===== config.mk =====
export PLATFORM = sky130hd
export DESIGN_NAME = sfx_sequencer
export DESIGN_NICKNAME = d
export VERILOG_FILES = /design/src/rtl/sfx_pkg.sv /design/src/rtl/sfx_pattern_rom.sv /design/src/rtl/sfx_sequencer.sv
export SDC_FILE = /design/constraint.sdc
export NUM_CORES = 1
export LEC_CHECK = 0
export CAP_MARGIN = 0
export CORE_ASPECT_RATIO = 1.5
export CORE_MARGIN = 4
export CORE_UTILIZATION = 40
export DETAILED_ROUTE_END_ITERATION = 8
export PLACE_DENSITY = 0.62
export SYNTH_ARGS = -nofsm -noshare
export SYNTH_HDL_FRONTEND = slang
export SYNTH_SLANG_ARGS = --single-unit

===== constraint.sdc =====
create_clock -name clk -period 2.7 [get_ports clk]
set_clock_uncertainty 0.1 [all_clocks]
set_input_delay 0.675 -clock clk [delete_from_list [all_inputs] [get_ports clk]]
set_output_delay 0.675 -clock clk [all_outputs]
set_load 0.02 [all_outputs]

===== src/rtl/sfx_pkg.sv =====
// Shared types, event indices and default note patterns for the sound-effect sequencer.
package sfx_pkg;

    localparam int PAT_IDX_W = 3;

    localparam logic [2:0] EV_WIN   = 3'd0;
    localparam logic [2:0] EV_LOSE  = 3'd1;
    localparam logic [2:0] EV_HIT   = 3'd2;
    localparam logic [2:0] EV_MISS  = 3'd3;
    localparam logic [2:0] EV_CLICK = 3'd4;

    typedef struct packed {
        logic [5:0] note;
        logic [5:0] dur;
    } step_t;

    typedef enum logic [0:0] {
        ST_IDLE = 1'b0,
        ST_PLAY = 1'b1
    } state_t;

    // Steps past a pattern's length return dur = 0, which the sequencer treats as end-of-pattern.
    function automatic step_t pattern_step(input logic [2:0] ev, input logic [2:0] idx);
        step_t rec;
        rec = '{note: 6'd0, dur: 6'd0};
        case (ev)
            EV_WIN: begin
                case (idx)
                    3'd0, 3'd1: rec = '{note: 6'd10, dur: 6'd60};
                    3'd2, 3'd3: rec = '{note: 6'd11, dur: 6'd60};
                    3'd4, 3'd5: rec = '{note: 6'd12, dur: 6'd60};
                    default:    rec = '{note: 6'd0,  dur: 6'd0};
                endcase
            end
            EV_LOSE: begin
                case (idx)
                    3'd0, 3'd1: rec = '{note: 6'd12, dur: 6'd60};
                    3'd2, 3'd3: rec = '{note: 6'd11, dur: 6'd60};
                    3'd4, 3'd5: rec = '{note: 6'd10, dur: 6'd60};
                    default:    rec = '{note: 6'd0,  dur: 6'd0};
                endcase
            end
            EV_HIT: begin
                case (idx)
                    3'd0:    rec = '{note: 6'd1, dur: 6'd30};
                    3'd1:    rec = '{note: 6'd2, dur: 6'd30};
                    3'd2:    rec = '{note: 6'd3, dur: 6'd30};
                    3'd3:    rec = '{note: 6'd4, dur: 6'd30};
                    3'd4:    rec = '{note: 6'd5, dur: 6'd30};
                    3'd5:    rec = '{note: 6'd6, dur: 6'd30};
                    default: rec = '{note: 6'd0, dur: 6'd0};
                endcase
            end
            EV_MISS: begin
                case (idx)
                    3'd0:    rec = '{note: 6'd6, dur: 6'd30};
                    3'd1:    rec = '{note: 6'd5, dur: 6'd30};
                    3'd2:    rec = '{note: 6'd4, dur: 6'd30};
                    3'd3:    rec = '{note: 6'd3, dur: 6'd30};
                    3'd4:    rec = '{note: 6'd2, dur: 6'd30};
                    3'd5:    rec = '{note: 6'd1, dur: 6'd30};
                    default: rec = '{note: 6'd0, dur: 6'd0};
                endcase
            end
            EV_CLICK: begin
                case (idx)
                    3'd0:    rec = '{note: 6'd2, dur: 6'd20};
                    3'd1:    rec = '{note: 6'd1, dur: 6'd20};
                    3'd2:    rec = '{note: 6'd3, dur: 6'd20};
                    default: rec = '{note: 6'd0, dur: 6'd0};
                endcase
            end
            default: rec = '{note: 6'd0, dur: 6'd0};
        endcase
        return rec;
    endfunction

endpackage


===== src/rtl/sfx_pattern_rom.sv =====
// Combinational pattern lookup: (effect id, step index) -> {note, dur}.
module sfx_pattern_rom
    import sfx_pkg::*;
#(
    parameter int NOTE_W = 6,
    parameter int DUR_W  = 6,
    parameter int ID_W   = 3,
    parameter int STEP_W = 3
) (
    input  logic [ID_W-1:0]   ev_id,
    input  logic [STEP_W-1:0] step_idx,
    output logic [NOTE_W-1:0] note,
    output logic [DUR_W-1:0]  dur
);

    step_t rec_s;

    // Table lookup for one step of one effect.
    always_comb begin
        rec_s = pattern_step(PAT_IDX_W'(ev_id), PAT_IDX_W'(step_idx));
    end

    assign note = NOTE_W'(rec_s.note);
    assign dur  = DUR_W'(rec_s.dur);

endmodule


===== src/rtl/sfx_sequencer.sv =====
// Multi-event sound-effect sequencer: fixed-priority arbitration with preemption,
// pending latches, tick prescaler and per-step note playback.
module sfx_sequencer
    import sfx_pkg::*;
#(
    parameter int NOTE_W    = 6,
    parameter int DUR_W     = 6,
    parameter int MAX_STEPS = 8,
    parameter int N_EVENTS  = 5,
    parameter int TICK_DIV  = 131072
) (
    input  logic                        clk,
    input  logic                        reset,
    input  logic                        enable,
    input  logic [N_EVENTS-1:0]         ev_strobe,
    output logic [NOTE_W-1:0]           note,
    output logic                        busy,
    output logic [$clog2(N_EVENTS)-1:0] active_id,
    output logic                        done_pulse
);

    localparam int ID_W    = $clog2(N_EVENTS);
    localparam int STEP_W  = $clog2(MAX_STEPS);
    localparam int PRESC_W = $clog2(TICK_DIV);
    localparam logic [PRESC_W-1:0]  PRESC_LAST = PRESC_W'(TICK_DIV - 1);
    localparam logic [STEP_W-1:0]   STEP_LAST  = STEP_W'(MAX_STEPS - 1);
    localparam logic [N_EVENTS-1:0] ONE_HOT_0  = N_EVENTS'(1'b1);

    function automatic logic [ID_W-1:0] lowest_idx(input logic [N_EVENTS-1:0] v);
        logic [ID_W-1:0] idx;
        idx = '0;
        for (int i = N_EVENTS - 1; i >= 0; i--) begin
            idx = v[i] ? ID_W'(i) : idx;
        end
        return idx;
    endfunction

    state_t              state_r, state_s;
    logic [N_EVENTS-1:0] pending_r, pending_s;
    logic [PRESC_W-1:0]  presc_r, presc_s;
    logic [DUR_W-1:0]    tick_r, tick_s;
    logic [DUR_W-1:0]    dur_r, dur_s;
    logic [STEP_W-1:0]   step_r, step_s;
    logic [ID_W-1:0]     id_r, id_s;
    logic [NOTE_W-1:0]   note_r, note_s;
    logic                done_r, done_s;
    logic                busy_r;

    logic [N_EVENTS-1:0] req_s;
    logic [ID_W-1:0]     req_id_s, strobe_id_s;
    logic [STEP_W-1:0]   step_nxt_s;
    logic [NOTE_W-1:0]   nxt_note_s, start_note_s;
    logic [DUR_W-1:0]    nxt_dur_s, start_dur_s;
    logic                start_s, preempt_s;

    assign req_s       = pending_r | ev_strobe;
    assign req_id_s    = lowest_idx(req_s);
    assign strobe_id_s = lowest_idx(ev_strobe);
    assign step_nxt_s  = step_r + STEP_W'(1'b1);
    // Pending entries always rank below the playing effect, so any strobe at or above it wins.
    assign preempt_s   = (|ev_strobe) && (strobe_id_s <= id_r);

    sfx_pattern_rom #(.NOTE_W(NOTE_W), .DUR_W(DUR_W), .ID_W(ID_W), .STEP_W(STEP_W)) u_rom_next (
        .ev_id    (id_r),
        .step_idx (step_nxt_s),
        .note     (nxt_note_s),
        .dur      (nxt_dur_s)
    );

    sfx_pattern_rom #(.NOTE_W(NOTE_W), .DUR_W(DUR_W), .ID_W(ID_W), .STEP_W(STEP_W)) u_rom_start (
        .ev_id    (req_id_s),
        .step_idx ({STEP_W{1'b0}}),
        .note     (start_note_s),
        .dur      (start_dur_s)
    );

    // Next-state logic: arbitration, prescaler, step advance and completion.
    always_comb begin
        state_s   = state_r;
        pending_s = req_s;
        presc_s   = presc_r;
        tick_s    = tick_r;
        dur_s     = dur_r;
        step_s    = step_r;
        id_s      = id_r;
        note_s    = note_r;
        done_s    = 1'b0;
        start_s   = 1'b0;
        if (!enable) begin
            state_s   = ST_IDLE;
            pending_s = '0;
            presc_s   = '0;
            tick_s    = '0;
            dur_s     = '0;
            step_s    = '0;
            id_s      = '0;
            note_s    = '0;
        end else begin
            case (state_r)
                ST_IDLE: begin
                    if (|req_s) begin
                        start_s = 1'b1;
                    end else begin
                        note_s = '0;
                        id_s   = '0;
                    end
                end
                ST_PLAY: begin
                    if (preempt_s) begin
                        start_s = 1'b1;
                    end else if (presc_r == PRESC_LAST) begin
                        presc_s = '0;
                        if (tick_r == dur_r - DUR_W'(1'b1)) begin
                            tick_s = '0;
                            if ((step_r == STEP_LAST) || (nxt_dur_s == '0)) begin
                                done_s = 1'b1;
                                if (|req_s) begin
                                    start_s = 1'b1;
                                end else begin
                                    state_s = ST_IDLE;
                                    step_s  = '0;
                                    dur_s   = '0;
                                    id_s    = '0;
                                    note_s  = '0;
                                end
                            end else begin
                                step_s = step_nxt_s;
                                note_s = nxt_note_s;
                                dur_s  = nxt_dur_s;
                            end
                        end else begin
                            tick_s = tick_r + DUR_W'(1'b1);
                        end
                    end else begin
                        presc_s = presc_r + PRESC_W'(1'b1);
                    end
                end
                default: begin
                    state_s = ST_IDLE;
                    note_s  = '0;
                    id_s    = '0;
                end
            endcase
            if (start_s) begin
                state_s   = ST_PLAY;
                id_s      = req_id_s;
                step_s    = '0;
                tick_s    = '0;
                presc_s   = '0;
                note_s    = start_note_s;
                dur_s     = start_dur_s;
                pending_s = req_s & ~(ONE_HOT_0 << req_id_s);
            end else begin
                pending_s = req_s;
            end
        end
    end

    // State and output registers.
    always_ff @(posedge clk or negedge reset) begin
        if (!reset) begin
            state_r   <= ST_IDLE;
            pending_r <= '0;
            presc_r   <= '0;
            tick_r    <= '0;
            dur_r     <= '0;
            step_r    <= '0;
            id_r      <= '0;
            note_r    <= '0;
            done_r    <= 1'b0;
            busy_r    <= 1'b0;
        end else begin
            state_r   <= state_s;
            pending_r <= pending_s;
            presc_r   <= presc_s;
            tick_r    <= tick_s;
            dur_r     <= dur_s;
            step_r    <= step_s;
            id_r      <= id_s;
            note_r    <= note_s;
            done_r    <= done_s;
            busy_r    <= (state_s == ST_PLAY);
        end
    end

    assign note       = note_r;
    assign busy       = busy_r;
    assign active_id  = id_r;
    assign done_pulse = done_r;

endmodule

==> qor.tcl <==
set qor(run_status) {finished clean}
set qor(proportion_of_synthesized_flip_flops_having_asynchronous_set_or_reset_pct) 100
set qor(power.share.sequential_pct) 44.2
set qor(synthTopCellsByArea) {dfrtp_1 40%, ha_1 5.7%, nor2_1 4.3%}
set qor(cp_data_arrival_time_ns) 2.76
set qor(num-nets-final) 407
set qor(num_antenna_cells) 0
set qor(dp_hpwl_um) 5480
set qor(yosys.cell_count.top_type) {dfrtp_1}
set qor(setup-tns-final_ns) 0
set qor(path_max_fanout) 5
set qor(cts.sinks) 46
set qor(synth_top_cells_by_count) {46 x dfrtp_1, 33 x nor2_1, 30 x nand2_1}
set qor(min_period_ns) 2.66
set qor(tritoncts.num_buffers) 5
set qor(synth_top_flop_cell) {dfrtp_1}
set qor(floorplan.die.width_um) 77.1
set qor(timing.hold.ws_ns) 0.362
set qor(final_cell_area_um2) 3820
set qor(grt_util_all_layers_pct) 17.7
set qor(drt.antenna.violating_nets) 0
set qor(antenna_violations_before_repair) 0
set qor(min_path_type) {in2async}
set qor(net-switching-power_mw) 0.501
set qor(p_int_mw) 1.20
set qor(ios) 19
set qor(worstSetupEndpointType) {register}
set qor(setup_ws_ns) 0.0372
set qor(postCtsHoldBufs) 0
set qor(fmax_mhz) 376
set qor(switching_share_pct) 29.5
set qor(worstPathRequired_ns) 2.80
set qor(worst_setup_start_kind) {register}
set qor(synth-seq-cells) 46
set qor(detailed_place.area_um2) 3530
set qor(max_cap_viol_count) 0
set qor(crit_chain) {and4_4 > and3_4 > nand3_2 > nor3_2 > ha_2 > nor4b_4 > buf_4 > nand3b_4 > a21oi_4 > mux2_4 > a22o_1}
set qor(total_standard_cell_area_after_synthesis_um2) 2870
set qor(p_leak_nw) 1.76
set qor(floorplan.rows) 37
set qor(post-place-ws_ns) -0.677
set qor(cp_max_delay_cell) {dfrtp_1}
set qor(critical_path.max_stage_delay_ns) 0.35
set qor(synth.largest_area_cell) {dfrtp_1}
set qor(port-buffer-count) 18
set qor(cts-htree-levels) 2
set qor(synth_top_area_share_pct) 40.2
set qor(maxSlewHeadroom_pct) 60.6
set qor(routed-via-count) 2583
set qor(synth-edff-count) 0
set qor(die-area_um2) 8610
set qor(finalHoldViolations) 0
set qor(fill_cells) 622
set qor(mappedNetlistNets) 329
set qor(p_comb_share_pct) 25.9
set qor(worst_skew_late_latency_ns) 0.30
set qor(via_per_inst) 5.55
set qor(layout-drive-gt1-share_pct) 28.7
set qor(route.detailed.drc) 0
set qor(drt_first_pass_iters) 4
set qor(floorplan.die.height_um) 112
set qor(wl_um) 7360
set qor(path_clk_slew_ns) 0.09
set qor(post_drt_wl_per_cell_um) 15.8
set qor(overflow) 0
set qor(power_density_nw_per_um2) 444
set qor(drv_slew) 0
set qor(postSynthCellCount) 308
set qor(final_util_pct) 55.4
set qor(report.final.setup_viol) 0
set qor(tritoncts) {built}
set qor(power.clock.fraction_pct) 30.0
set qor(max-vdd-ir-drop_v) 0.000217
set qor(final_min_period_over_clock_period_pct) 98.6
set qor(start_util_pct) 41.6
set qor(yosysWarningCount) 0
set qor(grt_pass1_wl_um) 12200
set qor(synth.avg_cell_area_um2) 9.31
set qor(core_area_um2) 6900
set qor(finalWeightedCongestion) 0.902
set qor(syn2layout_area_growth_pct) 33.3
set qor(yosysUniqueCellTypes) 64
set qor(via_count_of_the_first_global_routing_pass) 2614
set qor(clockBufferDepth) 2
set qor(critPathKind) {reg2reg}
set qor(yosysSeqAreaShare_pct) 40.2
set qor(clockRootBuffer) {clkbuf_8}
set qor(initialDrtViolationCount) 129
set qor(setup_repair_after_global_routing_missed_its_margin) {yes}
set qor(tightestPinTransition_ns) 0.591
set qor(grt_max_degree) 47
## final cells by class
type                            count  area (um2)  area share [%]
Inverter                           12        45.0            1.18
Sequential cell                    46        1150            30.1
Timing Repair Buffer               78         639            16.7
Multi-Input combinational cell    243        1780            46.6
Clock buffer                        5        68.8            1.80
Clock inverter                      3        40.0            1.05
Tap cell                           78        97.6            2.55
## sequential cells by signal, indices dropped and copies added, names as in the netlist
name        count
presc_r        17
pending_r       5
active_id       3
dur_r           4
done_pulse      1
tick_r          6
note            6
step_r          3
busy            1
## stage by stage
step	instances	total power, mW
after floorplan	308	0.990
after global placement	448	1.16
after detailed placement	448	1.17
after CTS	459	1.69
after global routing	465	1.78
final	465	1.70
## layout by cell type (no fill, tap or decap), types with 3 or more instances in the layout
| master | count |
|---|---|
| a21oi_1 | 7 |
| a22o_1 | 6 |
| a22oi_1 | 3 |
| a32o_1 | 3 |
| and3_1 | 4 |
| buf_2 | 3 |
| buf_4 | 54 |
| buf_6 | 5 |
| clkbuf_8 | 5 |
| clkdlybuf4s50_1 | 12 |
| dfrtp_1 | 46 |
| ha_1 | 12 |
| inv_1 | 12 |
| mux2i_1 | 4 |
| nand2_1 | 26 |
| nand2_2 | 3 |
| nand2b_1 | 3 |
| nand3_1 | 16 |
| nand3_2 | 3 |
| nand4_1 | 5 |
| nor2_1 | 33 |
| nor2_4 | 3 |
| nor2b_1 | 7 |
| nor3_1 | 3 |
| nor3_2 | 4 |
| o21ai_0 | 12 |
| o21ai_1 | 7 |
| o21bai_1 | 3 |
| o22ai_1 | 3 |
| o31ai_1 | 3 |
| xnor2_1 | 4 |
| xor2_1 | 14 |
## cell families (layout without fill, tap and decap cells)
family,Yosys count,after routing,share of synthesized area (%)
multiplexers,5,5,1.79
flip-flops,46,46,40.2
AND/OR/NAND/NOR,128,129,23.4
buffers and inverters,20,98,3.62
adder cells (fa/ha/maj),13,13,5.67
AO/OA/AOI/OAI,78,78,19.9
XOR/XNOR,18,18,5.50
## metal layers
metal  global-route usage (%)  part of all wire (%)  up-vias
met5                        0                     0        -
met4                     7.84                   2.7        0
met3                     3.07                   2.6       16
met2                     32.6                    54       38
met1                     19.6                    41     1253
li1                         -                     -     1276
## repair_timing
item                                    CTS  global route
cloned                                    1             0
endpoints found under the setup margin   44            34
buffers inserted                          2             6
resized for setup                        22            24
pin swaps                                15            15
## power groups by stage
stage	registers (mW)	logic, mW	clock network (mW)
3_3_place_gp	0.763	0.400	0
2_1_floorplan	0.771	0.219	0
5_1_grt	0.755	0.478	0.547
3_5_place_dp	0.763	0.404	0
6_report	0.750	0.439	0.509
4_1_cts	0.750	0.418	0.523
## worst paths after layout
kind / startpoint / end / slack [ns] / cells after the start
setup / recovery: presc_r[7] / note[0] / 0.04 / 11
setup reg to reg: presc_r[7] / note[0] / 0.04 / 11
max in group asynchronous: reset / presc_r[10] / 1.74 / 2
hold reg to reg: step_r[2] / step_r[2] / 0.40 / 2
hold / removal: reset / pending_r[2] / 0.36 / 2
min in group clk: step_r[2] / step_r[2] / 0.40 / 2
## critical path, delay by kind of cell, from the launching register on
family	cells	cell delay [ns]
fa+ha+maj	1	0.21
buf+inv	1	0.18
compound gates	2	0.40
flops	1	0.35
simple gates	6	0.99
mux	1	0.32
No activity file was read; power rests on OpenSTA's default activity.
